## config.mk

```make
export PLATFORM = sky130hd
export DESIGN_NAME = interleave_addr_seq
export DESIGN_NICKNAME = d
export VERILOG_FILES = /design/src/rtl/interleave_addr_seq.sv
export SDC_FILE = /design/constraint.sdc
export NUM_CORES = 1
export LEC_CHECK = 0
export BUFFER_PORTS_ARGS = -buffer_cell sky130_fd_sc_hd__buf_4
export CORE_MARGIN = 2
export CORE_UTILIZATION = 56
export CTS_CLUSTER_DIAMETER = 50
export DETAILED_ROUTE_END_ITERATION = 8
export GPL_TIMING_DRIVEN = 0
export PLACE_DENSITY = 0.8
export SYNTH_ARGS = -nofsm -noshare
export SYNTH_HDL_FRONTEND = slang
export SYNTH_SLANG_ARGS = --single-unit
```

## constraint.sdc

```tcl
create_clock -name clk -period 2.3 [get_ports clk]
set_input_delay 0.115 -clock clk [delete_from_list [all_inputs] [get_ports clk]]
set_output_delay 0.115 -clock clk [all_outputs]
set_load 0.01 [all_outputs]
```

## src/rtl/interleave_addr_seq.sv

```systemverilog
// QPP interleaver address sequencer: emits (i, pi(i)) pairs with a valid/ready handshake.
// Optional abort input enabled by defining ILV_SEQ_ABORT_EN.
module interleave_addr_seq #(
    parameter int F1 = 31,
    parameter int F2 = 64,
    parameter int AW = 12
) (
    input  logic          clk,
    input  logic          rst,
    input  logic          start,
    input  logic [AW-1:0] len_m1,
    input  logic          ready,
`ifdef ILV_SEQ_ABORT_EN
    input  logic          abort,
`endif
    output logic          valid,
    output logic [AW-1:0] addr_nat,
    output logic [AW-1:0] addr_int,
    output logic          last,
    output logic          busy,
    output logic          done
);

    // state  | meaning
    // S_IDLE | waiting for start
    // S_RUN  | presenting beats, advancing on valid && ready
    // S_DONE | one-cycle done pulse, then back to idle
    typedef enum logic [1:0] {S_IDLE, S_RUN, S_DONE} state_t;

    localparam logic [AW-1:0] C_G0 = AW'(F1 + F2);
    localparam logic [AW-1:0] C_DG = AW'(2 * F2);

    state_t        r_state;
    state_t        w_next;
    logic [AW-1:0] r_i;
    logic [AW-1:0] r_pi;
    logic [AW-1:0] r_g;
    logic [AW-1:0] r_len;
    logic          w_run;
    logic          w_abort;
    logic          w_accept;
    logic          w_is_last;

`ifdef ILV_SEQ_ABORT_EN
    assign w_abort = abort;
`else
    assign w_abort = 1'b0;
`endif

    assign w_run     = (r_state == S_RUN);
    assign w_is_last = (r_i == r_len);
    // abort takes priority, so a beat presented alongside abort is dropped
    assign w_accept  = w_run && ready && !w_abort;

    always_comb begin
        w_next = r_state;
        case (r_state)
            S_IDLE:  if (start) w_next = S_RUN;
            S_RUN: begin
                if (w_abort)
                    w_next = S_IDLE;
                else if (w_accept && w_is_last)
                    w_next = S_DONE;
            end
            S_DONE:  w_next = S_IDLE;
            default: w_next = S_IDLE;
        endcase
    end

    always_ff @(posedge clk or posedge rst) begin
        if (rst)
            r_state <= S_IDLE;
        else
            r_state <= w_next;
    end

    // pi(i+1) - pi(i) = F1 + F2*(2i+1), itself stepping by 2*F2 per beat
    always_ff @(posedge clk or posedge rst) begin
        if (rst) begin
            r_i   <= '0;
            r_pi  <= '0;
            r_g   <= '0;
            r_len <= '0;
        end else if (r_state == S_IDLE && start) begin
            r_i   <= '0;
            r_pi  <= '0;
            r_g   <= C_G0;
            r_len <= len_m1;
        end else if (w_accept) begin
            r_i   <= r_i + 1'b1;
            r_pi  <= r_pi + r_g;
            r_g   <= r_g + C_DG;
        end
    end

    assign valid    = w_run;
    assign busy     = w_run;
    assign done     = (r_state == S_DONE);
    assign addr_nat = w_run ? r_i  : '0;
    assign addr_int = w_run ? r_pi : '0;
    assign last     = w_run && w_is_last;

endmodule

```

### Word-level counts from Yosys, hierarchy flattened

Cells that the tools add are included.

* bits in registers: 50
* ROM bits: 0
* logic and storage cells: 31
* bits in latches: 0
* input bits: 16
* memory bits (writable): 0
* memories: 0

* magnitude comparators: 0
* mux-type cells: 11
* bitwise operators: 0
* $add $sub $neg: 3
* reduce and logical (&&, ||, !) cells: 7
* div/mod/pow operators: 0
* multipliers: 0
* shift operators: 0
* equal/unequal tests: 5

Operator list (count)
* $mux W12: 8
* $add A12 B1 Y12 const B: 1
* $add A12 B12 Y12: 1
* $add A12 B8 Y12 const B: 1
* $eq A12 B12 Y1: 1
* $logic_and A1 B1 Y1: 4
* $mux W2: 2
* $pmux W2 S2: 1
* $eq A2 B1 Y1 const B: 1
* $eq A2 B2 Y1 const B: 1
* $logic_not A2 Y1: 1
* $ne A2 B1 Y1 const B: 1
* $ne A2 B2 Y1 const B: 1
* $reduce_and A2 Y1: 1
* $reduce_bool A2 Y1: 1

### Depth between registers and ports, before layout

Gate-level depths: netlist (run 1).

* depth in word-level cells: 5
* gate-level depth with buffers: 9

### Worst setup path after synthesis (run 1)

No wires, ideal clock.

* path kind: reg2reg
* from: reg r_g[4]
* to: reg r_pi[10]
* clock period less this slack: 2074 ps
* cell stages (with the launch flop): 10
* path buffers: 0
* data arrival time: 1953 ps
* path slack: 226 ps
* cell sequence: dfrtp_1 > ha_1 > inv_1 > fa_1 > nor2b_1 > o31a_1 > o21bai_1 > a21boi_0 > or3_1 > a32o_1

* cells in the longest elaborated chain, start to end: 3

RTL lines
* start, declared: RTL line 37 `logic [AW-1:0] r_g;`
* start signal, assigned: RTL line 92 `r_g <= r_g + C_DG;`
* $add A12 B12 Y12: RTL line 91 `r_pi <= r_pi + r_g;`
* $mux W12: RTL line 89 `end else if (w_accept) begin`
* $mux W12: RTL line 84 `end else if (r_state == S_IDLE && start) begin`
* end signal, assigned: RTL line 91
* end, declared: RTL line 36 `logic [AW-1:0] r_pi;`

Every way passes these cells. The select of a mux whose other input is x is not followed.
A chain may end at the register's enable or synchronous reset.

### Worst setup path in the final report (run 1)

Ends and elaborated chain as after synthesis.

==> metrics.csv, run 1 <==
stage,metric,value,unit
clock_network,cts-root-buf,clkbuf_8,
power,comb_power_share,51.1,%
synthesis,ys_ff_latch,44,
clock_network,numCtsBuffers,5,
synthesis,synth_enable_flop_cells,0,
clock_network,clockBufferDepth,2,
floorplanning,die_y,71.2,µm
worst_setup_path,critPathBufInv,1,
worst_setup_path,startpoint_type,register,
power,p_leak,0.00148,µW
worst_setup_path,required,2.49,ns
synthesis,muxShareOfSynthArea,5.35,%
finish,area_growth,25.7,%
synthesis,synth_xor_xnor_area_share,11.8,%
timing,worstMarginPinSlew,0.573,ns
grt,grtUsageTotal,23.3,%
worst_setup_path,path_cells,"ha_4, inv_2, fa_2, nor2b_2, o31a_1, o21bai_1, a21boi_2, or3_1, a32o_1",
power,power_density,1440,nW/µm²
clock_network,clock_latency,0.30,ns
power,clock_power_share,18.0,%
worst_hold_path,hp-start,len_m1[3],
clock_network,clock-sinks,44,
timing,finalCritPeriodShare,98.6,%
synthesis,synth_adder_area_share,6.73,%
route,vias,2015,
synthesis,yosys-top-cells-area,"dfrtp_1, xor2_1, and2_1",
synthesis,netlist.area_leader.share,43.6,%
floorplanning,die_w,71.2,µm
synthesis,synth_top_flop_cell,dfrtp_1,
power,sw_frac_of_total,38.4,%
synthesis,async_reset_ff_share,100,%
grt,overflow,0,
synthesis,synth-simple-area-share,19.4,%
outcome,outcome,completed,
clock_network,htreeDepth,2,
synthesis,synth-compound-area-share,9.95,%
timing,rsz0062_at_grt,yes,
floorplanning,start_util,58.0,%
worst_setup_path,critPathArrivalTime,2.46,ns
clock_network,cts.clk_slew.worst_paths,0.09,ns
worst_setup_path,r2r-end,r_pi[10]$_DFFE_PP0P_,
timing,hold_ws,0.0378,ns
worst_hold_path,min_path_type,in -> reg,
floorplanning,pin_count,44,
route,firstDrtPassIters,4,
worst_setup_path,critical_path.top_delay_family,compound AO/OA/AOI/OAI gates,
timing,final_hold_viol_count,0,
synthesis,synth_common_cells,"dfrtp_1, xor2_1, and2_1",
worst_setup_path,ff2ff_path_depth,9,
route,wl_per_cell,15.4,µm
run,max_cap_viol_count,0,
synthesis,synth_largest_area_cell,dfrtp_1,
place,dp_hpwl,4000,µm
grt,grt_start_max_net_pins,38,
synthesis,synth_area,2530,µm²
finish,insertedDiodeCount,0,
place,routabilityCongestion,0.940,
route,routed_wl,5570,µm
floorplanning,core-area,4350,µm²
worst_setup_path,cp_slowest_cell,dfrtp_2,
worst_setup_path,cpPeakStageDelay,0.49,ns
synthesis,synthCells,253,
power,sequentialPowerShare,30.9,%
power,p_sw,1760,µW
timing,drv_slew,0,
floorplanning,dieArea,5070,µm²
synthesis,synth_top_family_by_area,simple AND/OR/NAND/NOR gates,
finish,fin_area,3180,µm²
worst_setup_path,r2r-start,r_g[4]$_DFFE_PP0P_,
synthesis,yosys_warnings,0,
route,avgViaCountPerCell,5.55,
timing,fmax,441,MHz
worst_setup_path,critical_path_class,reg -> reg,
route,drt_iter0_markers,139,
worst_setup_path,reg2reg_slack,0.03,ns
synthesis,yosysMostFrequentCell,dfrtp_1,
worst_setup_path,end_kind,register,
worst_hold_path,whs_path_depth,2,
timing,slew_headroom,61.7,%
power,irDropWorstVdd,0.931,mV
route,drc_errors,0,
timing,final-setup-viol-count,0,
place,place_area,2940,µm²
synthesis,ys_seq_area_share,43.6,%
timing,min_period,2.27,ns
grt,grt_pass1_vias,1977,
worst_setup_path,critPathMaxFanout,7,
floorplanning,rows,24,
grt,grt_pass1_wl,9270,µm
finish,drive_above_1_share,26.7,%
route,antenna_left,0,
synthesis,avgSynthCellArea,9.99,µm²
place,portBuffers,43,
power,intPower,2820,µW
synthesis,yosysUniqueCellTypes,40,
synthesis,syn_nets,282,
clock_network,tritoncts,done,
finish,finalNetCount,339,
worst_hold_path,worst_hold_path.endpoint,r_len[3]$_DFFE_PP0P_,
timing,clock_skew,0.00787,ns
grt,antenna_found_initial,0,
==> per-stage QoR <==
stage	setup WS, ns	instances	total power [µW]	setup TNS, ns	utilization, %
finish	0.0319	363	4580	0	73.0
global route	-0.0503	363	4940	-0.100	73.0
CTS	0.00616	358	4440	0	71.3
detailed placement	-0.0866	349	3610	-0.0866	67.4
global placement	-0.0108	348	3500	-0.0108	67.0
floorplan	0.226	253	2960	0	-
==> power by group through the flow <==
stage / clock network, µW / registers (µW) / logic (µW)
after floorplan: 0 / 1320 / 1640
after global placement: 0 / 1390 / 2100
after detailed placement: 0 / 1410 / 2190
after CTS: 828 / 1400 / 2210
after global routing: 865 / 1470 / 2600
final: 823 / 1410 / 2340
==> final cells by class <==
type | count | area [µm²]
plain buffers | 10 | 48.8
inverters | 9 | 33.8
clock buffers | 5 | 68.8
clock inverters | 3 | 90.1
fillers | 329 | 1180
repair buffers | 50 | 390
flip-flops and latches | 44 | 1100
well taps | 52 | 65.1
multi-input cells | 190 | 1380
==> sequential cells by signal, summed over array words and instances (netlist names) <==
register	count
r_len	12
r_g	6
r_pi	12
r_state	2
r_i	12
==> cell families (layout without fill, tap and decap cells) <==
kind of cell / Yosys count / in the layout
simple gates: 91 / 91
flops: 44 / 44
compound gates: 40 / 40
xor+xnor: 34 / 34
buf+inv: 19 / 77
fa+ha+maj: 13 / 13
mux: 12 / 12
==> routing by layer <==
metal,global-route usage [%],routed length [µm]
met5,0,0
met4,7.97,81
met1,32.6,2490
met2,36.3,2760
met3,4.56,234
==> repair_timing <==
item                                    in CTS  in global routing
endpoints found under the hold margin       44                  0
gates resized for setup                      2                  7
pin swaps                                    0                  6
hold buffers                                 1                  0
endpoints found under the setup margin       1                  1
buffers inserted                             0                  5
==> worst reg2reg max path: stages (launching register included) <==
cell	delay [ns]
dfrtp_2	0.49
ha_4	0.19
inv_2	0.05
fa_2	0.22
nor2b_2	0.06
o31a_1	0.31
o21bai_1	0.21
a21boi_2	0.09
or3_1	0.31
a32o_1	0.23
==> placed cells by master, fill, tap and decap left out, types with 5 or more instances in the layout <==
cell type  netlist  final
clkbuf_8         0      5
and2_1          24     24
mux2_2          12     12
dfrtp_1         44     43
xnor2_1          8      8
buf_4            3     51
a21oi_1         10     10
nand3_1          5      5
a22o_1           5      5
nand4_1          6      6
nor2_1          21     21
xor2_1          26     26
clkbuf_1         6      6
nand2_1         14     14
ha_1            12     10
inv_1            9      7
o21ai_0         13     13
==> worst max path at each step <==
stage | startpoint | to | slack, ns | cells after the start
finish | r_g[4]$_DFFE_PP0P_ | r_pi[10]$_DFFE_PP0P_ | 0.03 | 9
global route | r_g[4]$_DFFE_PP0P_ | r_pi[9]$_DFFE_PP0P_ | -0.05 | 8
CTS | r_g[4]$_DFFE_PP0P_ | r_pi[10]$_DFFE_PP0P_ | 0.006 | 9
detailed placement | r_g[4]$_DFFE_PP0P_ | r_pi[10]$_DFFE_PP0P_ | -0.09 | 9
global placement | r_g[4]$_DFFE_PP0P_ | r_pi[10]$_DFFE_PP0P_ | -0.01 | 9
floorplan | r_g[4]$_DFFE_PP0P_ | r_pi[10]$_DFFE_PP0P_ | 0.23 | 9
Power figures use the tool's default switching activity.
==> run 2, diff against run 1 <==
--- a/config.mk
+++ b/config.mk
@@ -5,13 +5,14 @@
 export SDC_FILE = /design/constraint.sdc
 export NUM_CORES = 1
 export LEC_CHECK = 0
-export BUFFER_PORTS_ARGS = -buffer_cell sky130_fd_sc_hd__buf_4
+export BUFFER_PORTS_ARGS = -buffer_cell sky130_fd_sc_hd__buf_2
 export CORE_MARGIN = 2
 export CORE_UTILIZATION = 56
 export CTS_CLUSTER_DIAMETER = 50
 export DETAILED_ROUTE_END_ITERATION = 8
 export GPL_TIMING_DRIVEN = 0
 export PLACE_DENSITY = 0.8
+export REMOVE_ABC_BUFFERS = 1
 export SYNTH_ARGS = -nofsm -noshare
 export SYNTH_HDL_FRONTEND = slang
 export SYNTH_SLANG_ARGS = --single-unit
==> constraint.sdc (replaced) <==
create_clock -name clk -period 2.3 [get_ports clk]
set_input_delay 0.23 -clock clk [delete_from_list [all_inputs] [get_ports clk]]
set_output_delay 0.23 -clock clk [all_outputs]
set_load 0.01 [all_outputs]
==> metrics.csv, run 2 (synthesis gave the netlist of run 1 again) <==
stage,metric,value,unit,change
outcome,outcome,completed,,
power,p_sw,1760,µW,about the same
worst_setup_path,required,2.48,ns,about the same
grt,grtUsageTotal,22.5,%,-0.79 points
worst_setup_path,end_kind,register,,
power,sw_frac_of_total,41.2,%,+2.9 points
floorplanning,die_w,71.2,µm,unchanged
worst_setup_path,reg2reg_slack,0.07,ns,+0.04 ns
route,drt_iter0_markers,161,,+16%
clock_network,cts.clk_slew.worst_paths,0.09,ns,about the same
timing,fmax,449,MHz,+1.8%
finish,top_regs,"r_i x12, r_len x12, r_pi x12",,
place,dp_hpwl,3560,µm,-11%
worst_setup_path,critPathBufInv,0,,-1
worst_setup_path,cp-endpoint,r_pi[10]$_DFFE_PP0P_,,
power,power_density,1410,nW/µm²,-1.9%
clock_network,cts-root-buf,clkbuf_8,,
timing,slew_headroom,32.9,%,-29 points
place,dp_cells,339,,-2.9%
grt,grt_start_max_net_pins,29,,-24%
finish,drive_above_1_share,28.5,%,+1.8 points
power,clock_power_share,13.8,%,-4.2 points
finish,area_growth,19.3,%,
clock_network,numCtsBuffers,5,,unchanged
floorplanning,rows,24,,unchanged
floorplanning,core-area,4350,µm²,unchanged
route,wl_met2,2740,µm,-0.94%
power,irDropWorstVdd,0.712,mV,-24%
finish,final_cell_mix,"buf_2, dfrtp_1, xor2_1, and2_1, nor2_1",,
worst_setup_path,critical_path.top_delay_family,compound AO/OA/AOI/OAI gates,,
floorplanning,die_y,71.2,µm,unchanged
finish,fin_cells,357,,-1.7%
worst_setup_path,critPathArrivalTime,2.41,ns,-0.05 ns
place,portBuffers,43,,unchanged
power,intPower,2500,µW,-11%
route,avgViaCountPerCell,5.62,,+1.2%
clock_network,clockBufferDepth,2,,unchanged
clock_network,clock-sinks,44,,unchanged
worst_setup_path,r2r-end,r_pi[10]$_DFFE_PP0P_,,
grt,grt_pass1_vias,1899,,-3.9%
place,place_ws,-0.651,ns,-0.564 ns
finish,finalNetCount,333,,-1.8%
power,comb_power_share,53.1,%,+2.0 points
place,routabilityCongestion,0.877,,-6.7%
worst_setup_path,critPathMaxFanout,5,,-2
worst_setup_path,cp.depth,7,,-2
worst_setup_path,path_cells,"ha_1, nor2b_1, o31a_1, o21bai_1, a21boi_1, or3_1, a32o_1",,
clock_network,htreeDepth,2,,unchanged
timing,clock_skew,0.00696,ns,-0.000912 ns
grt,overflow,0,,unchanged
clock_network,clock_latency,0.30,ns,about the same
timing,drv_slew,0,,unchanged
worst_setup_path,cpPeakStageDelay,0.46,ns,-0.03 ns
floorplanning,dieArea,5070,µm²,unchanged
worst_setup_path,r2r-start,r_g[4]$_DFFE_PP0P_,,
grt,grt_pass1_wl,8800,µm,-5.1%
power,p_leak,0.00144,µW,-2.7%
timing,fin_ws,0.0712,ns,+0.0392 ns
route,antenna_left,0,,unchanged
route,drt-met1-wl,2560,µm,+2.8%
timing,worstMarginPinSlew,1.00,ns,+0.429 ns
worst_setup_path,cp_slowest_cell,dfrtp_2,,
worst_setup_path,critical_path_class,reg -> reg,,
worst_setup_path,ff2ff_path_depth,7,,-2
timing,final-setup-viol-count,0,,unchanged
floorplanning,pin_count,44,,unchanged
floorplanning,start_util,58.0,%,unchanged
worst_hold_path,min_path_type,in -> reg,,
route,top_layer_used,met4,,
timing,final_hold_viol_count,0,,unchanged
grt,antenna_found_initial,0,,unchanged
clock_network,tritoncts,done,,
route,vias,2005,,-0.50%
finish,insertedDiodeCount,0,,unchanged
timing,setup-tns-final,0,ns,unchanged
route,wl_per_cell,16.1,µm,+4.7%
route,routed_wl,5740,µm,+3.0%
worst_setup_path,startpoint_type,register,,
route,firstDrtPassIters,4,,unchanged
route,drc_errors,0,,unchanged
run,max_cap_viol_count,0,,unchanged
route,route.met3.wl,324,µm,+38%
worst_setup_path,startpoint,r_g[4]$_DFFE_PP0P_,,
timing,finalCritPeriodShare,96.9,%,-1.7 points
power,sequentialPowerShare,33.1,%,+2.2 points
timing,min_period,2.23,ns,-0.0392 ns
[run 2: changes by cell type in the layout (fill, tap and decap cells not counted), sizes merged]
cell / delta
clkbuf: -5
buf: -2
bufinv: -2
clkinv: +1
nor2b: +1
nor3b: +1
[run 2: routing by layer]
metal	global-route usage, %	vias to the layer above
met5	0	-
met4	5.66	0
met3	4.42	9
met2	36.7	64
met1	30.9	965
li1	-	967
[run 2: repair_timing]
action | in CTS | in global routing
gates cloned | 1 | 1
buffers inserted | 3 | 4
hold buffers | 1 | 0
endpoints found under the setup margin | 23 | 7
gates resized for setup | 3 | 10
endpoints found under the hold margin | 17 | 0
pin swaps | 1 | 5
[run 2: worst min path at each step]
stage,end,depth (start not counted),from,slack (ns)
detailed placement,r_len[2]$_DFFE_PP0P_,2,rst,0.24
global route,r_len[8]$_DFFE_PP0P_,2,len_m1[8],0.15
CTS,r_len[2]$_DFFE_PP0P_,2,len_m1[2],0.15
floorplan,r_len[0]$_DFFE_PP0P_,1,len_m1[0],0.38
global placement,r_len[9]$_DFFE_PP0P_,2,len_m1[9],0.46
finish,r_len[2]$_DFFE_PP0P_,2,len_m1[2],0.16
[run 2: through the flow]
step	util [%]	instance area, µm²	hold slack [ns]	power (µW)
after floorplan	-	2480	0.382	2910
after global placement	63.4	2760	0.462	3350
after detailed placement	63.9	2780	0.244	3450
after CTS	67.6	2940	0.151	4090
after global routing	69.2	3010	0.150	4610
final	69.2	3010	0.158	4260
[run 2: area by class of cell]
| class | count | area (µm²) |
|---|---|---|
| well taps | 52 | 65.1 |
| clock buffers | 6 | 72.6 |
| fillers | 344 | 1340 |
| flip-flops and latches | 44 | 1100 |
| inverters | 9 | 33.8 |
| repair buffers | 52 | 298 |
| clock inverters | 2 | 35.0 |
| multi-input cells | 192 | 1410 |
[run 2: power groups by stage]
stage	sequential [µW]	combinational (µW)	clock (µW)
final	1410	2260	587
after detailed placement	1410	2040	0
after global placement	1390	1960	0
after global routing	1450	2520	634
after CTS	1400	2100	598
after floorplan	1320	1590	0
==> run 3, diff against run 2 <==
==> constraint.sdc (replaced) <==
create_clock -name clk -period 2.4 [get_ports clk]
set_input_delay 0.48 -clock clk [delete_from_list [all_inputs] [get_ports clk]]
set_output_delay 0.48 -clock clk [all_outputs]
set_load 0.01 [all_outputs]
==> metrics.csv, run 3 (synthesis gave the netlist of run 1 again) <==
stage,metric,value,unit,change
power,fin_total_pwr,3960,µW,-7.1%
power,power_density,1340,nW/µm²,-5.4%
place,place_area,2780,µm²,unchanged
timing,final-setup-viol-count,0,,unchanged
finish,finalNetCount,327,,-1.8%
timing,final_hold_viol_count,0,,unchanged
run,max_cap_viol_count,0,,unchanged
floorplanning,start_util,58.0,%,unchanged
power,irDropWorstVdd,0.654,mV,-8.2%
worst_hold_path,min_path_type,in -> async,,
floorplanning,core-area,4350,µm²,unchanged
floorplanning,die_y,71.2,µm,unchanged
timing,drv_slew,0,,unchanged
route,route.met3.wl,347,µm,+7.1%
worst_setup_path,end_kind,register,,
finish,fin_area,2960,µm²,-1.7%
route,antenna_left,0,,unchanged
finish,area_growth,17.2,%,
timing,clock_skew,0.00856,ns,+0.00160 ns
timing,rsz0062_at_grt,yes,,
power,p_leak,0.00141,µW,-1.9%
place,routabilityCongestion,0.877,,unchanged
place,dp_hpwl,3560,µm,unchanged
clock_network,numCtsBuffers,5,,unchanged
place,portBuffers,43,,unchanged
finish,top_regs,"r_i x12, r_len x12, r_pi x12",,
grt,grt_pass1_wl,8740,µm,-0.63%
clock_network,clock-sinks,44,,unchanged
floorplanning,rows,24,,unchanged
place,place_ws,-0.658,ns,-0.00759 ns
timing,setup-tns-final,0,ns,unchanged
timing,slew_headroom,31.8,%,-1.2 points
route,wl_per_cell,15.8,µm,-1.7%
timing,fmax,432,MHz,-3.8%
grt,grt_pass1_vias,1871,,-1.5%
timing,worstMarginPinSlew,1.02,ns,+0.0173 ns
worst_setup_path,critPathMaxFanout,11,,+6
finish,insertedDiodeCount,0,,unchanged
route,drt-met1-wl,2480,µm,-3.1%
route,drt_iter0_markers,112,,-30%
grt,grtUsageTotal,22.3,%,-0.12 points
grt,grt_start_max_net_pins,29,,unchanged
route,wl_met2,2670,µm,-2.5%
outcome,outcome,completed,,
worst_setup_path,critical_path_class,reg -> reg,,
clock_network,htreeDepth,2,,unchanged
route,drc_errors,0,,unchanged
clock_network,cts.clk_slew.worst_paths,0.09,ns,about the same
clock_network,cts-root-buf,clkbuf_8,,
route,top_layer_used,met4,,
finish,final_cell_mix,"buf_2, dfrtp_1, xor2_1, and2_1, nor2_1",,
clock_network,clock_latency,0.30,ns,about the same
timing,finalCritPeriodShare,96.5,%,-0.41 points
route,routed_wl,5550,µm,-3.3%
floorplanning,dieArea,5070,µm²,unchanged
route,avgViaCountPerCell,5.56,,-1.0%
floorplanning,pin_count,44,,unchanged
worst_setup_path,startpoint_type,register,,
timing,min_period,2.32,ns,+0.0872 ns
worst_setup_path,critPathArrivalTime,2.47,ns,+0.06 ns
grt,overflow,0,,unchanged
finish,drive_above_1_share,26.8,%,-1.8 points
route,firstDrtPassIters,4,,unchanged
clock_network,clockBufferDepth,2,,unchanged
grt,antenna_found_initial,0,,unchanged
floorplanning,die_w,71.2,µm,unchanged
timing,fin_ws,0.0840,ns,+0.0128 ns
route,vias,1951,,-2.7%
clock_network,tritoncts,done,,
worst_setup_path,required,2.55,ns,+0.07 ns
## run 3: worst paths after layout
kind / slack (ns) / depth (start not counted) / to / start
max in group asynchronous: 1.75 / 3 / r_g[4]$_DFFE_PP0P_ / rst
setup reg to reg: 0.08 / 6 / r_i[8]$_DFFE_PP0P_ / r_state[1]$_DFFE_PP0P_
setup / recovery: 0.08 / 6 / r_i[8]$_DFFE_PP0P_ / r_state[1]$_DFFE_PP0P_
hold / removal: 0.15 / 2 / r_len[2]$_DFFE_PP0P_ / rst
hold reg to reg: 0.52 / 2 / r_pi[3]$_DFFE_PP0P_ / r_pi[3]$_DFFE_PP0P_
min in group clk: 0.41 / 2 / r_len[2]$_DFFE_PP0P_ / len_m1[2]
## run 3: layer usage
| layer | up-vias | track usage [%] |
|---|---|---|
| li1 | 955 | - |
| met1 | 928 | 30.9 |
| met2 | 63 | 36.3 |
| met3 | 5 | 4.42 |
| met4 | 0 | 5.66 |
| met5 | - | 0 |
## run 3: what timing repair did
| item | CTS | global route |
|---|---|---|
| pin swaps | 1 | 2 |
| endpoints found under the setup margin | 25 | 7 |
| buffers inserted | 1 | 1 |
| hold buffers | 0 | 0 |
| resized for setup | 2 | 8 |
| gates cloned | 1 | 1 |
## run 3: worst max-delay path, stage by stage, from the launching register on
cell and delay [ns]:
dfrtp_1 0.54, and3b_2 0.48, or2_1 0.39, nand2_2 0.12, or3_1 0.41, xnor2_1 0.17, nor2_1 0.05
## run 3: power breakdown
part	switching (µW)	internal [µW]	total, µW
Sequential	309	1040	1350
Clock	252	309	561
Combinational	1080	965	2050
Total	1640	2320	3960
## run 3: through the flow
step | cells | hold slack, ns | util [%]
after floorplan | 243 | 0.470 | -
after global placement | 338 | 0.493 | 63.4
after detailed placement | 339 | 0.494 | 63.9
final | 351 | 0.155 | 68.0
after global routing | 351 | 0.179 | 68.0
after CTS | 349 | 0.167 | 67.1
## run 3: final cells by class
type	instances	area, µm²
clock buffer	6	72.6
clock inverter	2	35.0
fill	342	1390
inverter	9	33.8
multi-input combinational	192	1400
sequential	44	1100
tap	52	65.1
timing repair buffer	46	250
